### src/rtl/traffic_pkg.sv
// Shared definitions for the traffic camera front-end: light codes,
// lockout FSM state encoding and camera bit positions.
package traffic_pkg;

  // One-hot light codes as driven by the intersection controller
  localparam logic [3:0] CT_RED    = 4'b1000;
  localparam logic [3:0] CT_YELLOW = 4'b0100;
  localparam logic [3:0] CT_GREEN  = 4'b0010;
  localparam logic [3:0] CT_LEFT   = 4'b0001;

  // Arrival debounce FSM
  typedef enum logic {
    IDLE = 1'b0,
    LOCK = 1'b1
  } lock_state_t;

  // Bit positions inside the 2-bit congestion code
  localparam int CAM_DIR0 = 0;
  localparam int CAM_DIR1 = 1;

endpackage

### src/rtl/traffic_queue_lane.sv
// One approach: detector synchronizer, debounce FSM, green departure
// timer, saturating vehicle queue and hysteresis congestion flag.
module traffic_queue_lane
  import traffic_pkg::*;
#(
  parameter int QW            = 4,
  parameter int HI_TH         = 6,
  parameter int LO_TH         = 2,
  parameter int DEPART_CYCLES = 8,
  parameter int LOCKOUT       = 4
) (
  input  logic          clk,
  input  logic          rst,
  input  logic          car_detect,
  input  logic [3:0]    car_traffic,
  output logic          congested,
  output logic [QW-1:0] queue
);

  localparam int TW = (DEPART_CYCLES > 1) ? $clog2(DEPART_CYCLES) : 1;
  localparam int LW = (LOCKOUT > 1) ? $clog2(LOCKOUT) : 1;
  localparam logic [TW-1:0] TMR_LAST = TW'(DEPART_CYCLES - 1);
  localparam logic [LW-1:0] LCK_LOAD = LW'((LOCKOUT > 0) ? LOCKOUT - 1 : 0);
  localparam logic [QW-1:0] Q_MAX    = '1;

  logic          sync_p0, sync_p1, sync_p2;
  logic          rise;
  lock_state_t   state_q, state_d;
  logic [LW-1:0] lck_cnt_q, lck_cnt_d;
  logic          accept;
  logic          arr_p3;
  logic [TW-1:0] tmr_q;
  logic          green;
  logic          depart;
  logic [QW-1:0] queue_q;
  logic          cong_q;

  // Saturating queue step: simultaneous arrival and departure cancel
  function automatic logic [QW-1:0] queue_next(input logic [QW-1:0] q,
                                               input logic arr,
                                               input logic dep);
    if (arr && !dep) return (q == Q_MAX) ? q : q + QW'(1);
    if (dep && !arr) return (q == '0) ? q : q - QW'(1);
    return q;
  endfunction

  // Hysteresis: set at or above HI_TH, clear at or below LO_TH, else hold
  function automatic logic hyst_next(input logic [QW-1:0] q, input logic cur);
    if (q >= QW'(HI_TH)) return 1'b1;
    if (q <= QW'(LO_TH)) return 1'b0;
    return cur;
  endfunction

  // Stage p0/p1: two-flop synchronizer; p2: history for rising-edge detect
  always_ff @(posedge clk or posedge rst) begin
    if (rst) begin
      sync_p0 <= 1'b0;
      sync_p1 <= 1'b0;
      sync_p2 <= 1'b0;
    end else begin
      sync_p0 <= car_detect;
      sync_p1 <= sync_p0;
      sync_p2 <= sync_p1;
    end
  end

  assign rise = sync_p1 & ~sync_p2;

  // Debounce FSM state and lockout counter register
  always_ff @(posedge clk or posedge rst) begin
    if (rst) begin
      state_q   <= IDLE;
      lck_cnt_q <= '0;
    end else begin
      state_q   <= state_d;
      lck_cnt_q <= lck_cnt_d;
    end
  end

  // Next state: an accepted edge opens a lockout window that counts down to 0
  always_comb begin
    state_d   = state_q;
    lck_cnt_d = lck_cnt_q;
    case (state_q)
      IDLE: begin
        if (rise && (LOCKOUT > 0)) begin
          state_d   = LOCK;
          lck_cnt_d = LCK_LOAD;
        end
      end
      LOCK: begin
        if (lck_cnt_q == '0) state_d = IDLE;
        else                 lck_cnt_d = lck_cnt_q - LW'(1);
      end
      default: state_d = IDLE;
    endcase
  end

  // FSM output: only edges seen while idle count as arrivals
  always_comb begin
    accept = (state_q == IDLE) && rise;
  end

  // Stage p3: registered arrival pulse feeding the queue
  always_ff @(posedge clk or posedge rst) begin
    if (rst) arr_p3 <= 1'b0;
    else     arr_p3 <= accept;
  end

  assign green  = (car_traffic == CT_GREEN);
  assign depart = green && (tmr_q == TMR_LAST);

  // Departure timer: runs only on GREEN, partial counts lost when GREEN ends
  always_ff @(posedge clk or posedge rst) begin
    if (rst)                   tmr_q <= '0;
    else if (!green)           tmr_q <= '0;
    else if (tmr_q == TMR_LAST) tmr_q <= '0;
    else                       tmr_q <= tmr_q + TW'(1);
  end

  // Queue counter, updated from the arrival pulse and the timer wrap
  always_ff @(posedge clk or posedge rst) begin
    if (rst) queue_q <= '0;
    else     queue_q <= queue_next(queue_q, arr_p3, depart);
  end

  // Congestion flag follows the registered queue one cycle later
  always_ff @(posedge clk or posedge rst) begin
    if (rst) cong_q <= 1'b0;
    else     cong_q <= hyst_next(queue_q, cong_q);
  end

  assign queue     = queue_q;
  assign congested = cong_q;

endmodule

### src/rtl/traffic_camera_encoder.sv
// Two independent approach lanes whose congestion flags form the 2-bit
// traffic_camera code for the intersection controller.
module traffic_camera_encoder
  import traffic_pkg::*;
#(
  parameter int QW            = 4,
  parameter int HI_TH         = 6,
  parameter int LO_TH         = 2,
  parameter int DEPART_CYCLES = 8,
  parameter int LOCKOUT       = 4
) (
  input  logic          clk,
  input  logic          rst,
  input  logic          car_detect_0,
  input  logic          car_detect_1,
  input  logic [3:0]    car_traffic_0,
  input  logic [3:0]    car_traffic_1,
  output logic [1:0]    traffic_camera,
  output logic [QW-1:0] queue_0,
  output logic [QW-1:0] queue_1
);

  logic cam_0, cam_1;

  traffic_queue_lane #(
    .QW(QW), .HI_TH(HI_TH), .LO_TH(LO_TH),
    .DEPART_CYCLES(DEPART_CYCLES), .LOCKOUT(LOCKOUT)
  ) u_lane_0 (
    .clk         (clk),
    .rst         (rst),
    .car_detect  (car_detect_0),
    .car_traffic (car_traffic_0),
    .congested   (cam_0),
    .queue       (queue_0)
  );

  traffic_queue_lane #(
    .QW(QW), .HI_TH(HI_TH), .LO_TH(LO_TH),
    .DEPART_CYCLES(DEPART_CYCLES), .LOCKOUT(LOCKOUT)
  ) u_lane_1 (
    .clk         (clk),
    .rst         (rst),
    .car_detect  (car_detect_1),
    .car_traffic (car_traffic_1),
    .congested   (cam_1),
    .queue       (queue_1)
  );

  // Place each lane's flag at its camera bit position
  always_comb begin
    traffic_camera           = '0;
    traffic_camera[CAM_DIR0] = cam_0;
    traffic_camera[CAM_DIR1] = cam_1;
  end

endmodule
### config.mk
export PLATFORM = sky130hd
export DESIGN_NAME = traffic_camera_encoder
export DESIGN_NICKNAME = d
export VERILOG_FILES = /design/src/rtl/traffic_pkg.sv /design/src/rtl/traffic_queue_lane.sv /design/src/rtl/traffic_camera_encoder.sv
export SDC_FILE = /design/constraint.sdc
export NUM_CORES = 1
export LEC_CHECK = 0
export ABC_CLOCK_PERIOD_IN_PS = 2290
export BUFFER_PORTS_ARGS = -buffer_cell sky130_fd_sc_hd__buf_2
export CORE_MARGIN = 4
export CORE_UTILIZATION = 56
export DETAILED_ROUTE_END_ITERATION = 16
export GPL_TIMING_DRIVEN = 0
export PLACE_DENSITY = 0.78
export SYNTH_ARGS = -nofsm -noshare
export SYNTH_HDL_FRONTEND = slang
export SYNTH_SLANG_ARGS = --single-unit
### constraint.sdc
create_clock -name clk -period 2.29 [get_ports clk]
set_input_delay 0.458 -clock clk [delete_from_list [all_inputs] [get_ports clk]]
set_output_delay 0.458 -clock clk [all_outputs]
set_load 0.005 [all_outputs]
==> flow_summary.json <==
{
  "slew_headroom": 0.272,
  "crit_start": "car_traffic_1[0]",
  "period_share": 0.928,
  "ir_drop_mv": 0.697,
  "clk_latency_ns": 0.32,
  "initial_utilization": 0.581,
  "ys_seq_area_frac": 0.473,
  "post_cts_buffers": 0,
  "hpwlAfterDp_um": 1870,
  "critPathRequiredTime_ns": 2.49,
  "pwr-share-comb": 0.383,
  "firstDrtPassIters": 4,
  "crit_type": "in -> reg",
  "syn_area_mm2": 0.00159,
  "p_int_uw": 1190,
  "synth_top_area_cell": "dfrtp_1",
  "ys_ff_latch": 30,
  "worstPathArrival_ns": 2.33,
  "whs_path_depth": 1,
  "clkPwrFrac": 0.175,
  "synthesis.nets": 175,
  "wirelength_um": 2580,
  "area_delta_synth_final_pct": 12.8,
  "mostFrequentLayoutCell": "dfrtp_1",
  "cts_tree": "done",
  "diodes": 0,
  "grt_pass1_vias": 1095,
  "drt-wirelength-per-cell_um": 12.6,
  "fp.dieH_um": 61.2,
  "final.min_clock_period_ns": 2.13,
  "remaining_drc_errors": 0,
  "routabilityCongestion": 0.820,
  "hold_viol": 0,
  "fin_nets": 203,
  "synth-main-ff-cell": "dfrtp_1",
  "finClkSkew_ns": 0.0114,
  "viasPerCell": 5.45,
  "power_density_mw_per_mm2": 1050,
  "initialDrtViolationCount": 39,
  "holdBufCountCts": 0,
  "grt-ovfl-total": 0,
  "crit_path_end_kind": "flop",
  "synthArstFlopShare": 1.00,
  "row_count": 19,
  "fp.dieArea_mm2": 0.00375,
  "dp_worst_setup_slack_ns": -0.167,
  "power.switching_uw": 684,
  "ys_types": 40,
  "slew_violations": 0,
  "cp-endpoint": "u_lane_1.queue[2]",
  "cts_max_path_buffers": 2,
  "status": "complete, no violations",
  "vias": 1118,
  "r2r_slack_ns": 0.23,
  "avgSynthCellArea_um2": 11.0,
  "yosysTopAreaCellShare": 0.473,
  "power_uw": 1870,
  "leakage_uw": 0.000936,
  "antenna_found_initial": 0,
  "io_pins": 22,
  "synthCells": 145,
  "hold_path_class": "in -> reg",
  "switching_share": 0.365,
  "grt_pass1_wl_um": 4530,
  "worst_setup_path_start_kind": "primary input",
  "drv_cap": 0,
  "seq_power_share": 0.442,
  "htreeDepth": 2,
  "grt_max_degree": 31,
  "clkTransAtPathRegs_ns": 0.10,
  "worstRegToRegCells": 9,
  "fp.dieW_um": 61.2,
  "dp.cells": 197,
  "max_slew.worst_pin.slew_ns": 1.09,
  "reg2reg_to": "u_lane_1.queue[2]",
  "stdcell_count": 205,
  "final_cell_mix": "30 x dfrtp_1, 22 x buf_2, 18 x ha_1",
  "ctsRootBufferMaster": "clkbuf_4",
  "cts_buffers": 5,
  "fmax_mhz": 470,
  "cts_resized": 0,
  "track_usage": 0.166,
  "drive_gt1_frac": 0.236,
  "coreArea_mm2": 0.00273,
  "rsz0062_at_grt": "false",
  "antenna_left": 0,
  "cp_max_fo": 4,
  "postLayoutSetupSlackWorst_ns": 0.164,
  "timing.rr.start": "u_lane_1.tmr_q[0]",
  "yosys_warnings": 0,
  "port_buffers": 21,
  "cts_sinks": 30,
  "synth_area_leaders": "dfrtp_1 47%, ha_1 14%, inv_1 3.8%",
  "synth_edf_count": 0,
  "finalSetupViolCount": 0
}
## power by group through the flow
stage	clock network, uW	registers [uW]	logic [uW]
after global placement	0	828	681
final	327	829	718
after global routing	361	852	837
after detailed placement	0	842	715
after floorplan	0	814	532
after CTS	338	830	723
## stage by stage
step	hold slack, ns	setup TNS, ns	area [um^2]	util
after floorplan	0.331	0	1590	-
after global placement	0.335	-0.117	1730	0.633
after detailed placement	0.341	-0.376	1730	0.633
after CTS	0.232	0	1790	0.655
after global routing	0.228	0	1790	0.655
final	0.248	0	1790	0.655
## cell usage after synthesis (all sizes together) (2+ instances only)
master,n
dfrtp,30
ha,18
inv,16
nand2,12
a21oi,7
and2,5
o21ai,5
xnor2,5
nand2b,4
nor2b,4
buf,3
nor3b,3
nor4b,3
mux2i,2
nand3,2
nor2,2
nor3,2
o211ai,2
o31ai,2
or3b,2
## cell families after synthesis
group | synth area share
compound gates | 0.115
xor+xnor | 0.0331
fa+ha+maj | 0.142
buf+inv | 0.0504
flops | 0.473
mux | 0.0197
simple gates | 0.167
## sequential cells by signal (all words and copies together) (netlist names), 2 cells and up
register / cells
u_lane_0.queue: 4
u_lane_0.tmr_q: 3
u_lane_1.tmr_q: 3
u_lane_1.queue: 4
u_lane_0.lck_cnt_q: 2
u_lane_1.lck_cnt_q: 2
## layout make-up
type                            instances  area (um^2)
Buffer                                  3         20.0
Timing Repair Buffer                   21          105
Clock inverter                          1         5.00
Sequential cell                        30          751
Tap cell                               31         38.8
Clock buffer                            7         55.1
Inverter                               16         60.1
Fill cell                             210          942
Multi-Input combinational cell         96          757
## worst min-delay path by stage
| stage | slack [ns] | start | endpoint |
|---|---|---|---|
| after CTS | 0.23 | car_detect_0 | u_lane_0.sync_p0 |
| final | 0.25 | car_detect_0 | u_lane_0.sync_p0 |
| after global routing | 0.23 | car_detect_0 | u_lane_0.sync_p0 |
| after global placement | 0.34 | u_lane_1.sync_p0 | u_lane_1.sync_p1 |
| after floorplan | 0.33 | u_lane_0.sync_p0 | u_lane_0.sync_p1 |
| after detailed placement | 0.34 | u_lane_0.sync_p0 | u_lane_0.sync_p1 |
## critical path, cell delays in order
cell and delay (ns):
buf_2 0.09, nor4b_1 0.43, and2_1 0.22, inv_1 0.05, ha_1 0.18, nor2b_1 0.30
mux2_2 0.38, a21oi_1 0.16, a21oi_1 0.05
## layer usage
metal  global-route usage  part of all wire  up-vias
met5                    0                 0        -
met3               0.0503             0.044        5
met1                0.197              0.43      533
li1                     -                 -      554
met2                0.270              0.50       26
met4               0.0867             0.019        0
Note: power is estimated with default switching activity, not from simulation.
